File: src/rtl/bcd_countdown_timer_pkg.sv
// ==========================================================================
// timer_pkg : shared constants and digit-limit helper for the BCD timer
// Rev 1.0
// ==========================================================================
`default_nettype none

package timer_pkg;

  localparam int              BCD_W              = 4;
  localparam logic [BCD_W-1:0] DIGIT_MAX_DEC      = 4'd9;
  localparam logic [BCD_W-1:0] DIGIT_MAX_SEC_TENS = 4'd5;

  // Digit 1 is seconds-tens (mod 6); every other digit is mod 10.
  function automatic logic [BCD_W-1:0] digit_max(input int idx);
    return (idx == 1) ? DIGIT_MAX_SEC_TENS : DIGIT_MAX_DEC;
  endfunction

endpackage

`default_nettype wire

File: src/rtl/bcd_countdown_timer_if.sv
// ==========================================================================
// bcd_countdown_timer_if : load/enable/time bus between controller and timer
// Rev 1.0
// ==========================================================================
`default_nettype none

interface bcd_countdown_timer_if
  import timer_pkg::*;
#(
  parameter int MIN_DIGITS = 2
) ();

  localparam int W = BCD_W * (MIN_DIGITS + 2);

  logic         loadn;
  logic         en;
  logic [W-1:0] data;
  logic [W-1:0] out;
  logic         zero;
  logic         done;

  modport master (output loadn, en, data, input  out, zero, done);
  modport slave  (input  loadn, en, data, output out, zero, done);

endinterface

`default_nettype wire

File: src/rtl/bcd_countdown_timer_digit.sv
// ==========================================================================
// bcd_digit_down : one BCD down-counting digit with clamp-on-load and wrap
// Rev 1.0
// ==========================================================================
`default_nettype none

module bcd_digit_down
  import timer_pkg::*;
#(
  parameter logic [BCD_W-1:0] MAX = DIGIT_MAX_DEC
) (
  input  wire logic             clk,
  input  wire logic             clrn,
  input  wire logic             loadn,
  input  wire logic             bin,
  input  wire logic [BCD_W-1:0] data,
  output logic      [BCD_W-1:0] out,
  output logic                  bout,
  output logic                  zero
);

  logic [BCD_W-1:0] digit_q;
  logic [BCD_W-1:0] digit_d;

  always_comb begin
    digit_d = digit_q;
    if (!loadn) begin
      digit_d = (data > MAX) ? MAX : data;
    end else if (bin) begin
      digit_d = (digit_q == '0) ? MAX : digit_q - 1'b1;
    end
  end

  always_ff @(posedge clk or negedge clrn) begin
    if (!clrn) begin
      digit_q <= '0;
    end else begin
      digit_q <= digit_d;
    end
  end

  assign out  = digit_q;
  assign zero = (digit_q == '0);
  assign bout = bin & zero;

endmodule

`default_nettype wire

File: src/rtl/bcd_countdown_timer.sv
// ==========================================================================
// bcd_countdown_timer : MM..M:SS BCD countdown with clamp, saturation, done
// Rev 1.0
// ==========================================================================
`default_nettype none

module bcd_countdown_timer
  import timer_pkg::*;
#(
  parameter int MIN_DIGITS = 2
) (
  input  wire logic             clk,
  input  wire logic             clrn,
  bcd_countdown_timer_if.slave  bus
);

  localparam int D = MIN_DIGITS + 2;
  localparam int W = BCD_W * D;

  logic [W-1:0] w_out;
  logic [D-1:0] w_bin;
  logic [D-1:0] w_bout;
  logic [D-1:0] w_dzero;
  logic         w_zero;
  logic         w_one;
  logic         done_q;
  logic         done_d;

  assign w_zero = &w_dzero;
  assign w_one  = (w_out == W'(1));

  // Gating the first borrow with ~zero gives saturation at 00:00.
  assign w_bin[0] = bus.en & ~w_zero;

  generate
    for (genvar i = 0; i < D; i++) begin : g_digit
      localparam logic [BCD_W-1:0] C_MAX = digit_max(i);

      if (i > 0) begin : g_chain
        assign w_bin[i] = w_bout[i-1];
      end

      bcd_digit_down #(
        .MAX (C_MAX)
      ) u_digit (
        .clk   (clk),
        .clrn  (clrn),
        .loadn (bus.loadn),
        .bin   (w_bin[i]),
        .data  (bus.data[i*BCD_W +: BCD_W]),
        .out   (w_out[i*BCD_W +: BCD_W]),
        .bout  (w_bout[i]),
        .zero  (w_dzero[i])
      );
    end
  endgenerate

  // 00:01 decremented is the only step that lands on zero; a top-digit borrow
  // would mean underflow, which saturation already prevents.
  assign done_d = bus.loadn & w_bin[0] & w_one & ~w_bout[D-1];

  always_ff @(posedge clk or negedge clrn) begin
    if (!clrn) begin
      done_q <= 1'b0;
    end else begin
      done_q <= done_d;
    end
  end

  assign bus.out  = w_out;
  assign bus.zero = w_zero;
  assign bus.done = done_q;

endmodule

`default_nettype wire
File: src/flat_wrapper.sv
// flat-port wrapper written by rule: the top's interface ports become plain ports
module bcd_countdown_timer_flat import timer_pkg::*;
#(
  parameter int MIN_DIGITS = 2
)
  (clk, clrn, bus_loadn, bus_en, bus_data, bus_out, bus_zero, bus_done);
  bcd_countdown_timer_if #(.MIN_DIGITS(MIN_DIGITS)) bus_i ();
  input  wire logic clk;
  input  wire logic clrn;
  input wire logic [$bits(bus_i.loadn)-1:0] bus_loadn;
  input wire logic [$bits(bus_i.en)-1:0] bus_en;
  input wire logic [$bits(bus_i.data)-1:0] bus_data;
  output wire logic [$bits(bus_i.out)-1:0] bus_out;
  output wire logic [$bits(bus_i.zero)-1:0] bus_zero;
  output wire logic [$bits(bus_i.done)-1:0] bus_done;
  assign bus_i.loadn = bus_loadn;
  assign bus_i.en = bus_en;
  assign bus_i.data = bus_data;
  assign bus_out = bus_i.out;
  assign bus_zero = bus_i.zero;
  assign bus_done = bus_i.done;
  bcd_countdown_timer #(.MIN_DIGITS(MIN_DIGITS)) u_core (.clk(clk), .clrn(clrn), .bus(bus_i));
endmodule
File: config.mk
export PLATFORM = sky130hd
export DESIGN_NAME = bcd_countdown_timer_flat
export DESIGN_NICKNAME = d
export VERILOG_FILES = /design/src/rtl/bcd_countdown_timer_pkg.sv /design/src/rtl/bcd_countdown_timer_if.sv /design/src/rtl/bcd_countdown_timer_digit.sv /design/src/rtl/bcd_countdown_timer.sv /design/src/flat_wrapper.sv
export SDC_FILE = /design/constraint.sdc
export NUM_CORES = 1
export LEC_CHECK = 0
export CAP_MARGIN = 30
export CORE_MARGIN = 3
export CORE_UTILIZATION = 40
export DETAILED_ROUTE_END_ITERATION = 12
export PLACE_DENSITY = 0.79
export SLEW_MARGIN = 25
export SYNTH_ARGS = -nofsm -noshare
export SYNTH_HDL_FRONTEND = slang
export SYNTH_SLANG_ARGS = --single-unit
File: constraint.sdc
create_clock -name clk -period 4.4 [get_ports clk]
set_input_delay 0.44 -clock clk [delete_from_list [all_inputs] [get_ports clk]]
set_output_delay 0.44 -clock clk [all_outputs]
set_load 0.005 [all_outputs]
Word level (Yosys, flattened, before mapping)
Cells that the tools add are included.
W data, S select, Z words.
- output and inout bits: 18
- flip-flop bits (word level): 17
- input port bits: 20
- word-level logic and storage cells: 49
- reductions and logical operators: 5
- bitwise logic cells: 10
- muxes and demuxes: 16
- eq/ne operators: 5
- magnitude comparators: 4
- add/subtract/negate cells: 4
- operators with widths (operator ; number):
    $mux W4 ; 16
    $eq A16 B1 Y1 const B ; 1
    $logic_not A4 Y1 ; 4
    $sub A4 B1 Y4 const B ; 4
    $gt A4 B4 Y1 const B ; 3
    $and A1 B1 Y1 ; 8
    $ne A2 B1 Y1 const B ; 4
    $gt A4 B3 Y1 const B ; 1
    $reduce_and A4 Y1 ; 1
    $not A1 Y1 ; 2

Depth between registers and ports, before layout
Gate-level depths: netlist of the first run.
- word-level depth: 10
- mapped depth: 5
- depth with buffers taken out: 4

Hierarchy
From an unflattened synthesis of the first run, not the netlist that was laid out.
- cells, all modules: 114
- area total of the unflattened synthesis: 1034.7 um^2
- by module, submodules not included (module ; sequential area each (um^2) ; times used ; cells each ; area each (um^2)):
    bcd_digit_down (u_core.g_digit[0].u_digit ...) ; 100.1 ; 3 ; 27 ; 237.7
    bcd_digit_down (u_core.g_digit[1].u_digit) ; 100.1 ; 1 ; 21 ; 206.4
    bcd_countdown_timer ; 25.0 ; 1 ; 12 ; 115.1

Worst setup path before layout of the first run
Ideal clock, no wire load.
- kind: register -> output
- from: register u_core.g_digit[3].u_digit.digit_q[1]
- to: output port bus_zero
- arrival time: 1258 ps
- stages on the path, launching flop included: 4
- setup slack: 2702 ps
- buffers on the path: 0
- required time: 3960 ps
- cells stage by stage: dfrtp_1 -> nor4_4 -> nand4_2 -> nor3_1
- longest elaborated chain between the ends: 2
- ends and longest elaborated chain (element ; line ; RTL):
    start: declaration ; bcd_countdown_timer_digit.sv:22 ; logic [BCD_W-1:0] digit_q;
    start signal: assignment ; bcd_countdown_timer_digit.sv:38 ; digit_q <= digit_d;
    $logic_not A4 Y1 ; bcd_countdown_timer_digit.sv:43 ; assign zero = (digit_q == '0);
    $reduce_and A4 Y1 ; bcd_countdown_timer.sv:29 ; assign w_zero = &w_dzero;
    end: declaration ; flat_wrapper.sv:14 ; output wire logic [$bits(bus_i.zero)-1:0] bus_zero;
No other way between the ends.

Final worst setup path of the first run
Ends and elaborated chain as after synthesis.

==> metrics, run 1 <==
status complete, no violations; Post-Syn Area per Cell just over 9 µm²; Pwr Total ~0.00038 W; sw frac a little under a third; CTS root buf clkbuf_4; Clock Skew 8.47 ps; critical path's slowest cell clkdlybuf4s50_1; Pleak about 0.56 nW; Mapped Cells 117; max_slew headroom 37.6%; Seq/Total Area, Yosys around 39%; Std-Cell Rows 18; Worst setup SP type flop; Nets 175; internal power ~0.00026 W; P&R area growth vs syn 38.1%; Main synth FF type dfrtp_1; most frequent cell after synthesis dfrtp_1; crit-path max cell delay ~550 ps; combinational power share approximately a quarter; Largest delay share family, worst path simple AND/OR/NAND/NOR gates; Setup TNS Final 0 ps; FF+latch count, synth 17; Synth Area in Simple Gates between 30% and 40%; part of the power in registers 51.4%; CTS tree done; # setup viols final 0; fmax between 0.3 and 0.4 GHz; largest net degree at the start of global routing 30; Post-route DRC 0; largest family of logic cells by synthesized area simple AND/OR/NAND/NOR gates; clk buf depth 2; measured slew at the worst slew-check pin ~930 ps; GP Congestion ~0.81; Post-Synth XOR/XNOR Area 0%; post-synthesis adder-cell area fraction 0%; crit path DAT between 2000 and 2500 ps; CTS H-tree depth 1; grt ovf 0; Max VDD drop approximately 0.00020 V; commonest cells in the synthesized netlist 17 x dfrtp_1, 14 x nor2_1, 10 x nand2_1, 8 x nor3_1, 7 x nand3_1; critical path cell sequence nor4_4 -> nand4_2 -> nor3_1 -> clkdlybuf4s50_1; EDFF count, synth 0; post-CTS sizing 0; clk slew on worst S/H paths 110 ps; DRT iter0 DRCs 31; compound-gate portion of the synthesized area 23.0%; layout cell share with drive strength beyond 1 under 10%; Final Hold Viols 0; Synth warnings 0; clk_lat worst skew 300 ps; multiplexer area fraction after synthesis less than 1%; Worst Hold Class input pin to async pin; first-pass GRT wire length 4.76 mm; WL per Instance 14.3 µm; CP Data Required Time 3960 ps; top post-synthesis cells by area dfrtp_1 39%, nor4_4 5.9%, nor2_1 4.8%, nor3_1 3.7%, nand2_1 3.5%; Total GRT Usage between 10% and 20%; post-CTS setup buffer count 0; die boundary height 58.1 µm; IO Port Bufs 37; crit end category output port; Multi-input gate area between 600 and 700 µm²; CP bufs+invs 1; post-route ant nets 0; core box area between 2000 and 3000 µm²; clock period minus final worst setup slack roughly 2700 ps; Initial Util about 43%; # clock sinks 17; top-area cell type share of the netlist area between 30 and 40%; Final period util a little over three fifths; diode count 0; CP Class flop to output port; Num CTS Buffers 3; hpwl dp slightly below 2 mm; number of global-route vias before repair approximately 1100; Post-Syn Nets approximately 140; Max Fanout on Critical Path 7; cell taking the most area after synthesis dfrtp_1; io pins 38; max-slew violations 0; mapped cell area around 1100 µm²; Pre-Repair DR Iteration Count 4; ys async rst share between 90% and 100%; RSZ-0062 raised after global routing no; final WL ~2.6 mm; part of the power in the clock network a little under a quarter; NetSw approximately 0.00012 W; Cell variety after synth 38; initial antenna violation count 0; die area between 3000 and 4000 µm²; Vias per Instance 5.88; Max-Cap Viols 0; pwr/cell area about 260 nW/µm²; Reg2Reg Setup Slack 2550 ps; DIE WIDTH 58.1 µm; via count 1082; CTS hold repair buffers 0; Fill cells 240; Reg area approximately 430 µm²
==> metal layers <==
layer / GRT usage [%] / share of wire (%) / vias to the layer above
met3: 5.35 / 5.6 / 2
met2: 28.9 / 50 / 30
met1: 23.4 / 44 / 514
met5: 0 / 0 / -
li1: - / - / 536
met4: 3.97 / 0.61 / 0
==> worst paths after layout <==
kind	start	to	cells past startpoint
min	clrn	u_core.g_digit[2].u_digit.out[3]$_DFFE_PN0P_	1
max	u_core.g_digit[3].u_digit.out[1]$_DFFE_PN0P_	bus_zero	4
min reg2reg	u_core.g_digit[1].u_digit.out[1]$_DFFE_PN0P_	u_core.g_digit[1].u_digit.out[1]$_DFFE_PN0P_	2
max reg2reg	u_core.g_digit[0].u_digit.out[0]$_DFFE_PN0P_	u_core.g_digit[3].u_digit.out[2]$_DFFE_PN0P_	4
min in group clk	u_core.g_digit[1].u_digit.out[1]$_DFFE_PN0P_	u_core.g_digit[1].u_digit.out[1]$_DFFE_PN0P_	2
max in group asynchronous	clrn	u_core.g_digit[0].u_digit.out[2]$_DFFE_PN0P_	1
==> state kept, by name (all words and copies together), names as in the netlist <==
register / flops
u_core.bus.done: 1
u_core.g_digit.u_digit.out: 16
==> layout by cell type, fill, tap and decap left out, types with 3 or more instances in the layout <==
| master | n |
|---|---|
| nor4_4 | 3 |
| clkbuf_4 | 3 |
| nor2_1 | 14 |
| o21ai_0 | 6 |
| a311o_1 | 3 |
| a31oi_1 | 5 |
| o211ai_1 | 3 |
| dfrtp_1 | 17 |
| clkdlybuf4s50_1 | 37 |
| o22ai_1 | 3 |
| inv_1 | 3 |
| nand2_1 | 10 |
| nand3_1 | 7 |
| nor3_1 | 8 |
==> per-stage QoR <==
stage	hold slack (ps)	setup WS [ps]	instance area, µm²	cells	utilization, %
5_1_grt	629	1480	1500	184	59.4
2_1_floorplan	144	2700	1080	117	-
3_5_place_dp	565	1570	1470	180	58.3
3_3_place_gp	569	1660	1470	180	58.3
6_report	583	1650	1500	184	59.4
4_1_cts	600	1650	1500	184	59.4
==> layout make-up <==
type                    instances  share of cell area [%]
multi-input cells              92                    41.5
flip-flops and latches         17                    28.4
repair buffers                 37                    24.7
well taps                      30                    2.51
clock buffers                   3                    1.50
inverters                       4                    1.00
clock inverters                 1                   0.334
==> cell families (layout without fill, tap and decap cells) <==
kind of cell / count (synthesis) / count (layout)
AND/OR/NAND/NOR: 57 / 57
multiplexers: 1 / 1
buffers and inverters: 8 / 45
AO/OA/AOI/OAI: 34 / 34
flip-flops: 17 / 17
==> power groups by stage <==
stage / Combinational, W / Sequential [W] / Clock [W]
4_1_cts: 0.000101 / 0.000198 / 0.0000912
3_5_place_dp: 0.000101 / 0.000201 / 0
3_3_place_gp: 0.0000991 / 0.000200 / 0
5_1_grt: 0.000110 / 0.000203 / 0.000101
6_report: 0.0000998 / 0.000198 / 0.0000871
2_1_floorplan: 0.0000468 / 0.000196 / 0
(Power assumes the default switching activity.)
==> inputs of run 2 (changes only) <==
Settings changed: PLACE_DENSITY 0.79 to 0.82.
Clock period 4.4 ns to 2.4 ns, I/O delays scaled along.
==> metrics, run 2 (synthesized netlist as in run 1, its figures left out) <==
status complete, no violations; Final Hold Viols 0 (unchanged); P&R area growth vs syn 42.9%; pwr/cell area 464 nW/µm² (+81%); max-slew violations 0 (unchanged); max_slew headroom 49.2% (+12 points); Multi-input gate area 636 µm² (+2.2%); fmax about 0.44 GHz; clk_lat worst skew 300 ps (about the same); largest net degree at the start of global routing 29 (-3.3%); post-route ant nets 0 (unchanged); # clock sinks 17 (unchanged); CP Class flop to output port; CP startpoint u_core.g_digit[3].u_digit.out[0]$_DFFE_PN0P_; GP Congestion 0.810 (-0.18%); CP Data Required Time 2160 ps (-1800 ps); post-route cell area 1550 µm² (+3.5%); Std-Cell Rows 18 (unchanged); diode count 0 (unchanged); via count 1135 (+4.9%); CTS hold repair buffers 0 (unchanged); Reg2Reg Setup Slack 470 ps (-2080 ps); crit end category output port; # setup viols final 0 (unchanged); Initial Util 43.0% (unchanged); CP Capture Point bus_zero; initial antenna violation count 0 (unchanged); measured slew at the worst slew-check pin 760 ps (-173 ps); core box area 2520 µm² (unchanged); Finished Layout Cells 189 (+2.7%); Setup TNS Final 0 ps (unchanged); dpl cell area 1490 µm² (+1.5%); Fill cells 220 (-8.3%); CTS tree done; Vias per Instance 6.01 (+2.1%); Num CTS Buffers 3 (unchanged); io pins 38 (unchanged); grt ovf 0 (unchanged); die boundary height 58.1 µm (unchanged); final WL 2.97 mm (+13%); max FFs per register 16 (unchanged); clock period minus final worst setup slack 2290 ps; most frequent cells in the layout 37 x clkdlybuf4s50_1, 15 x dfrtp_1, 14 x nor2_1, 10 x nand2_1; WHS 375 ps (-208 ps); Reg area 428 µm² (+0.59%); Post-route DRC 0 (unchanged); layout cell share with drive strength beyond 1 13.8% (+4.1 points); clk slew on worst S/H paths 100 ps (about the same); commonest non-fill, non-tap cell in the layout clkdlybuf4s50_1; Max Fanout on Critical Path 8 (+1); CTS root buf clkbuf_4; DRT iter0 DRCs 48 (+55%); Total GRT Usage 17.8% (-0.022 points); worst reg2reg path endpoint u_core.g_digit[3].u_digit.out[2]$_DFFE_PN0P_; Final period util 95.5%; Worst R2R Path Depth 5 (+1); r2r startpoint u_core.g_digit[0].u_digit.out[3]$_DFFE_PN0P_; Max-Cap Viols 0 (unchanged); IO Port Bufs 37 (unchanged); Worst Hold Class input pin to async pin; DIE WIDTH 58.1 µm (unchanged); Pre-Repair DR Iteration Count 4 (unchanged); Worst setup SP type flop; die area 3370 µm² (unchanged); WL per Instance 15.7 µm (+9.7%); first-pass GRT wire length 4.66 mm (-2.2%); Inst Count DP 183 (+1.7%); Max VDD drop 0.000347 V (+74%); clk buf depth 2 (unchanged); Nets 180 (+2.9%); Clock Skew 6.76 ps (-1.71 ps); hpwl dp 2.05 mm (+3.9%); CTS H-tree depth 1 (unchanged); Pleak 0.587 nW (+4.7%); number of global-route vias before repair 1076 (-0.093%); crit path DAT 2050 ps (-260 ps)
-- run 2: cell count changes in the layout (fill, tap and decap cells not counted) --
cell      change
buf_4         +5
clkbuf_1      +1
clkinv_2      -1
dfrtp_1       -2
dfrtp_2       +2
nand4_2       -1
nand4_4       +1
nor3_1        -1
nor3_2        +1
-- run 2: stage by stage --
stage          power (W)  util, %  setup WS [ps]
6_report        0.000720     61.5            109
5_1_grt         0.000760     61.5          -36.5
4_1_cts         0.000722     60.8           17.1
3_5_place_dp    0.000557     59.2            261
3_3_place_gp    0.000552     59.2            350
2_1_floorplan   0.000445        -            758
-- run 2: worst min path at each step --
stage	startpoint	end	slack, ps	cells past startpoint
after floorplan	clrn	u_core.bus.done$_DFF_PN0_	-60	0
after global placement	u_core.g_digit[1].u_digit.out[1]$_DFFE_PN0P_	u_core.g_digit[1].u_digit.out[1]$_DFFE_PN0P_	570	2
after detailed placement	u_core.g_digit[1].u_digit.out[1]$_DFFE_PN0P_	u_core.g_digit[1].u_digit.out[1]$_DFFE_PN0P_	580	2
after CTS	clrn	u_core.g_digit[2].u_digit.out[3]$_DFFE_PN0P_	410	1
after global routing	clrn	u_core.g_digit[2].u_digit.out[2]$_DFFE_PN0P_	450	1
final	clrn	u_core.g_digit[2].u_digit.out[2]$_DFFE_PN0P_	370	1
-- run 2: timing repair --
| item | 4_1_cts | 5_1_grt |
|---|---|---|
| endpoints found under the hold margin | 0 | 0 |
| cloned | 0 | 0 |
| setup buffers | 2 | 0 |
| setup endpoints to repair | 1 | 1 |
| pin swaps | 2 | 1 |
| gates resized for setup | 0 | 4 |
-- run 2: critical path, cell delays in order (launching register included) --
cell             delay, ps
dfrtp_2                480
nor4_4                 370
nand4_4                190
nor3_2                 190
clkdlybuf4s50_1        530
-- run 2: cell type report --
class | count | share of cell area, %
multi-input cells | 92 | 41.0
clock buffers | 4 | 1.69
well taps | 30 | 2.42
inverters | 4 | 0.969
flip-flops and latches | 17 | 27.6
repair buffers | 42 | 26.3
-- run 2: routing by layer --
metal  GRT usage, %  routed length (µm)
met1           21.7                1310
met2           30.5                1480
met3           4.45                 148
met4           5.96                  26
met5              0                   0
-- run 2: power by group --
part / leakage, nW / total, W / internal, W / switching (W)
registers: 0.202 / 0.000365 / 0.000311 / 0.0000542
clock network: 0.0150 / 0.000159 / 0.0000649 / 0.0000946
logic: 0.370 / 0.000195 / 0.000115 / 0.0000796
==> inputs of run 3 (changes only) <==
Settings changed: MAX_ROUTING_LAYER from default to met4.
==> metrics, run 3 (synthesized netlist as in run 1, its figures left out) <==
Worst Hold Class input pin to async pin; Final Hold Viols 0 (unchanged); met2 GRT Util 30.5% (unchanged); initial antenna violation count 0 (unchanged); Fill cells 220 (unchanged); Post-route DRC 0 (unchanged); Nets 180 (unchanged); grt met1 use 21.7% (unchanged); GP Congestion 0.822 (+1.5%); Clock Skew 7.01 ps (+0.247 ps); crit path DAT 2050 ps (about the same); Vias per Instance 6.01 (about the same); status complete, no violations; max FFs per register 16 (unchanged); P&R area growth vs syn 42.9% (unchanged); most frequent cells in the layout 37 x clkdlybuf4s50_1, 15 x dfrtp_1, 14 x nor2_1, 10 x nand2_1; core box area 2520 µm² (unchanged); die area 3370 µm² (unchanged); CP Class flop to output port; Pre-Repair DR Iteration Count 4 (unchanged); CTS hold repair buffers 0 (unchanged); fin worst setup slack 109 ps (+0.687 ps); dpl ws 261 ps (unchanged); max-slew violations 0 (unchanged); grt ovf 0 (unchanged); IO Port Bufs 37 (unchanged); clock period minus final worst setup slack 2290 ps (-0.687 ps); measured slew at the worst slew-check pin 760 ps (-0.184 ps); GR peak layer met2; clk slew on worst S/H paths 100 ps (about the same); first-pass GRT wire length 4.66 mm (unchanged); via count 1136 (+0.088%); DIE WIDTH 58.1 µm (unchanged); commonest non-fill, non-tap cell in the layout clkdlybuf4s50_1; Num CTS Buffers 3 (unchanged); # setup viols final 0 (unchanged); CTS tree done; Max-Cap Viols 0 (unchanged); CTS H-tree depth 1 (unchanged); CTS root buf clkbuf_4; WL per Instance 15.7 µm (-0.10%); hpwl dp 2.05 mm (unchanged); Std-Cell Rows 18 (unchanged); largest net degree at the start of global routing 29 (unchanged); post-route ant nets 0 (unchanged); CP Data Required Time 2160 ps (about the same); final WL 2.96 mm (-0.10%); Max Fanout on Critical Path 8 (unchanged); clk buf depth 2 (unchanged); Total GRT Usage 18.3% (+0.54 points); Worst setup SP type flop; Max VDD drop 0.000346 V (-0.16%); # clock sinks 17 (unchanged); die boundary height 58.1 µm (unchanged); Pwr Total 0.000720 W (about the same); crit end category output port; max_slew headroom 49.2% (about the same); Initial Util 43.0% (unchanged); fmax 0.437 GHz (about the same); met3 usage 4.45% (unchanged); pwr/cell area 464 nW/µm² (about the same); diode count 0 (unchanged); io pins 38 (unchanged); layout cell share with drive strength beyond 1 13.8% (unchanged); Pleak 0.587 nW (unchanged); DRT iter0 DRCs 43 (-10%); number of global-route vias before repair 1077 (+0.093%); Final period util 95.4% (about the same); clk_lat worst skew 300 ps (about the same)
==> run 3: layout make-up <==
cell class / instances / area [µm²] / area share, %
multi-input combinational: 92 / 636 / 41.0
sequential: 17 / 428 / 27.6
timing repair buffer: 42 / 408 / 26.3
tap: 30 / 37.5 / 2.42
clock buffer: 4 / 26.3 / 1.69
inverter: 4 / 15.0 / 0.969
==> run 3: layer usage <==
metal	wire (µm)	share of wire (%)
met1	1300	44
met2	1480	50
met3	155	5.2
met4	26	0.88
met5	0	0
==> run 3: stage by stage <==
stage	TNS [ps]	hold WS, ps	area, µm²	instances	utilization, %
after global placement	0	574	1490	183	59.2
after detailed placement	0	578	1490	183	59.2
after CTS	0	406	1530	189	60.8
final	0	375	1550	189	61.5
after global routing	-36.5	448	1550	189	61.5
after floorplan	0	-55.6	1080	117	-
==> run 3: timing repair <==
action / 4_1_cts / 5_1_grt
gates resized for setup: 0 / 4
endpoints found under the setup margin: 1 / 1
pin swaps: 2 / 1
buffers inserted: 2 / 0
==> run 3: worst paths after layout <==
check / start / end / slack, ps / depth (start not counted)
hold reg to reg: u_core.g_digit[1].u_digit.out[1]$_DFFE_PN0P_ / u_core.g_digit[1].u_digit.out[1]$_DFFE_PN0P_ / 610 / 2
max in group asynchronous: clrn / u_core.g_digit[3].u_digit.out[3]$_DFFE_PN0P_ / 1490 / 1
setup reg to reg: u_core.g_digit[0].u_digit.out[3]$_DFFE_PN0P_ / u_core.g_digit[3].u_digit.out[2]$_DFFE_PN0P_ / 470 / 5
hold / removal: clrn / u_core.g_digit[2].u_digit.out[2]$_DFFE_PN0P_ / 380 / 1
min in group clk: bus_data[15] / u_core.g_digit[3].u_digit.out[3]$_DFFE_PN0P_ / 530 / 3
setup / recovery: u_core.g_digit[3].u_digit.out[0]$_DFFE_PN0P_ / bus_zero / 110 / 4
==> run 3: worst max-delay path, stage by stage (launching register included) <==
cell and delay, ps:
dfrtp_2 480, nor4_4 370, nand4_4 190, nor3_2 190, clkdlybuf4s50_1 530
==> run 3: where the power goes <==
group / switching [W] / internal, W / total (W)
Sequential: 0.0000541 / 0.000311 / 0.000365
Combinational: 0.0000795 / 0.000115 / 0.000195
Clock: 0.0000944 / 0.0000648 / 0.000159
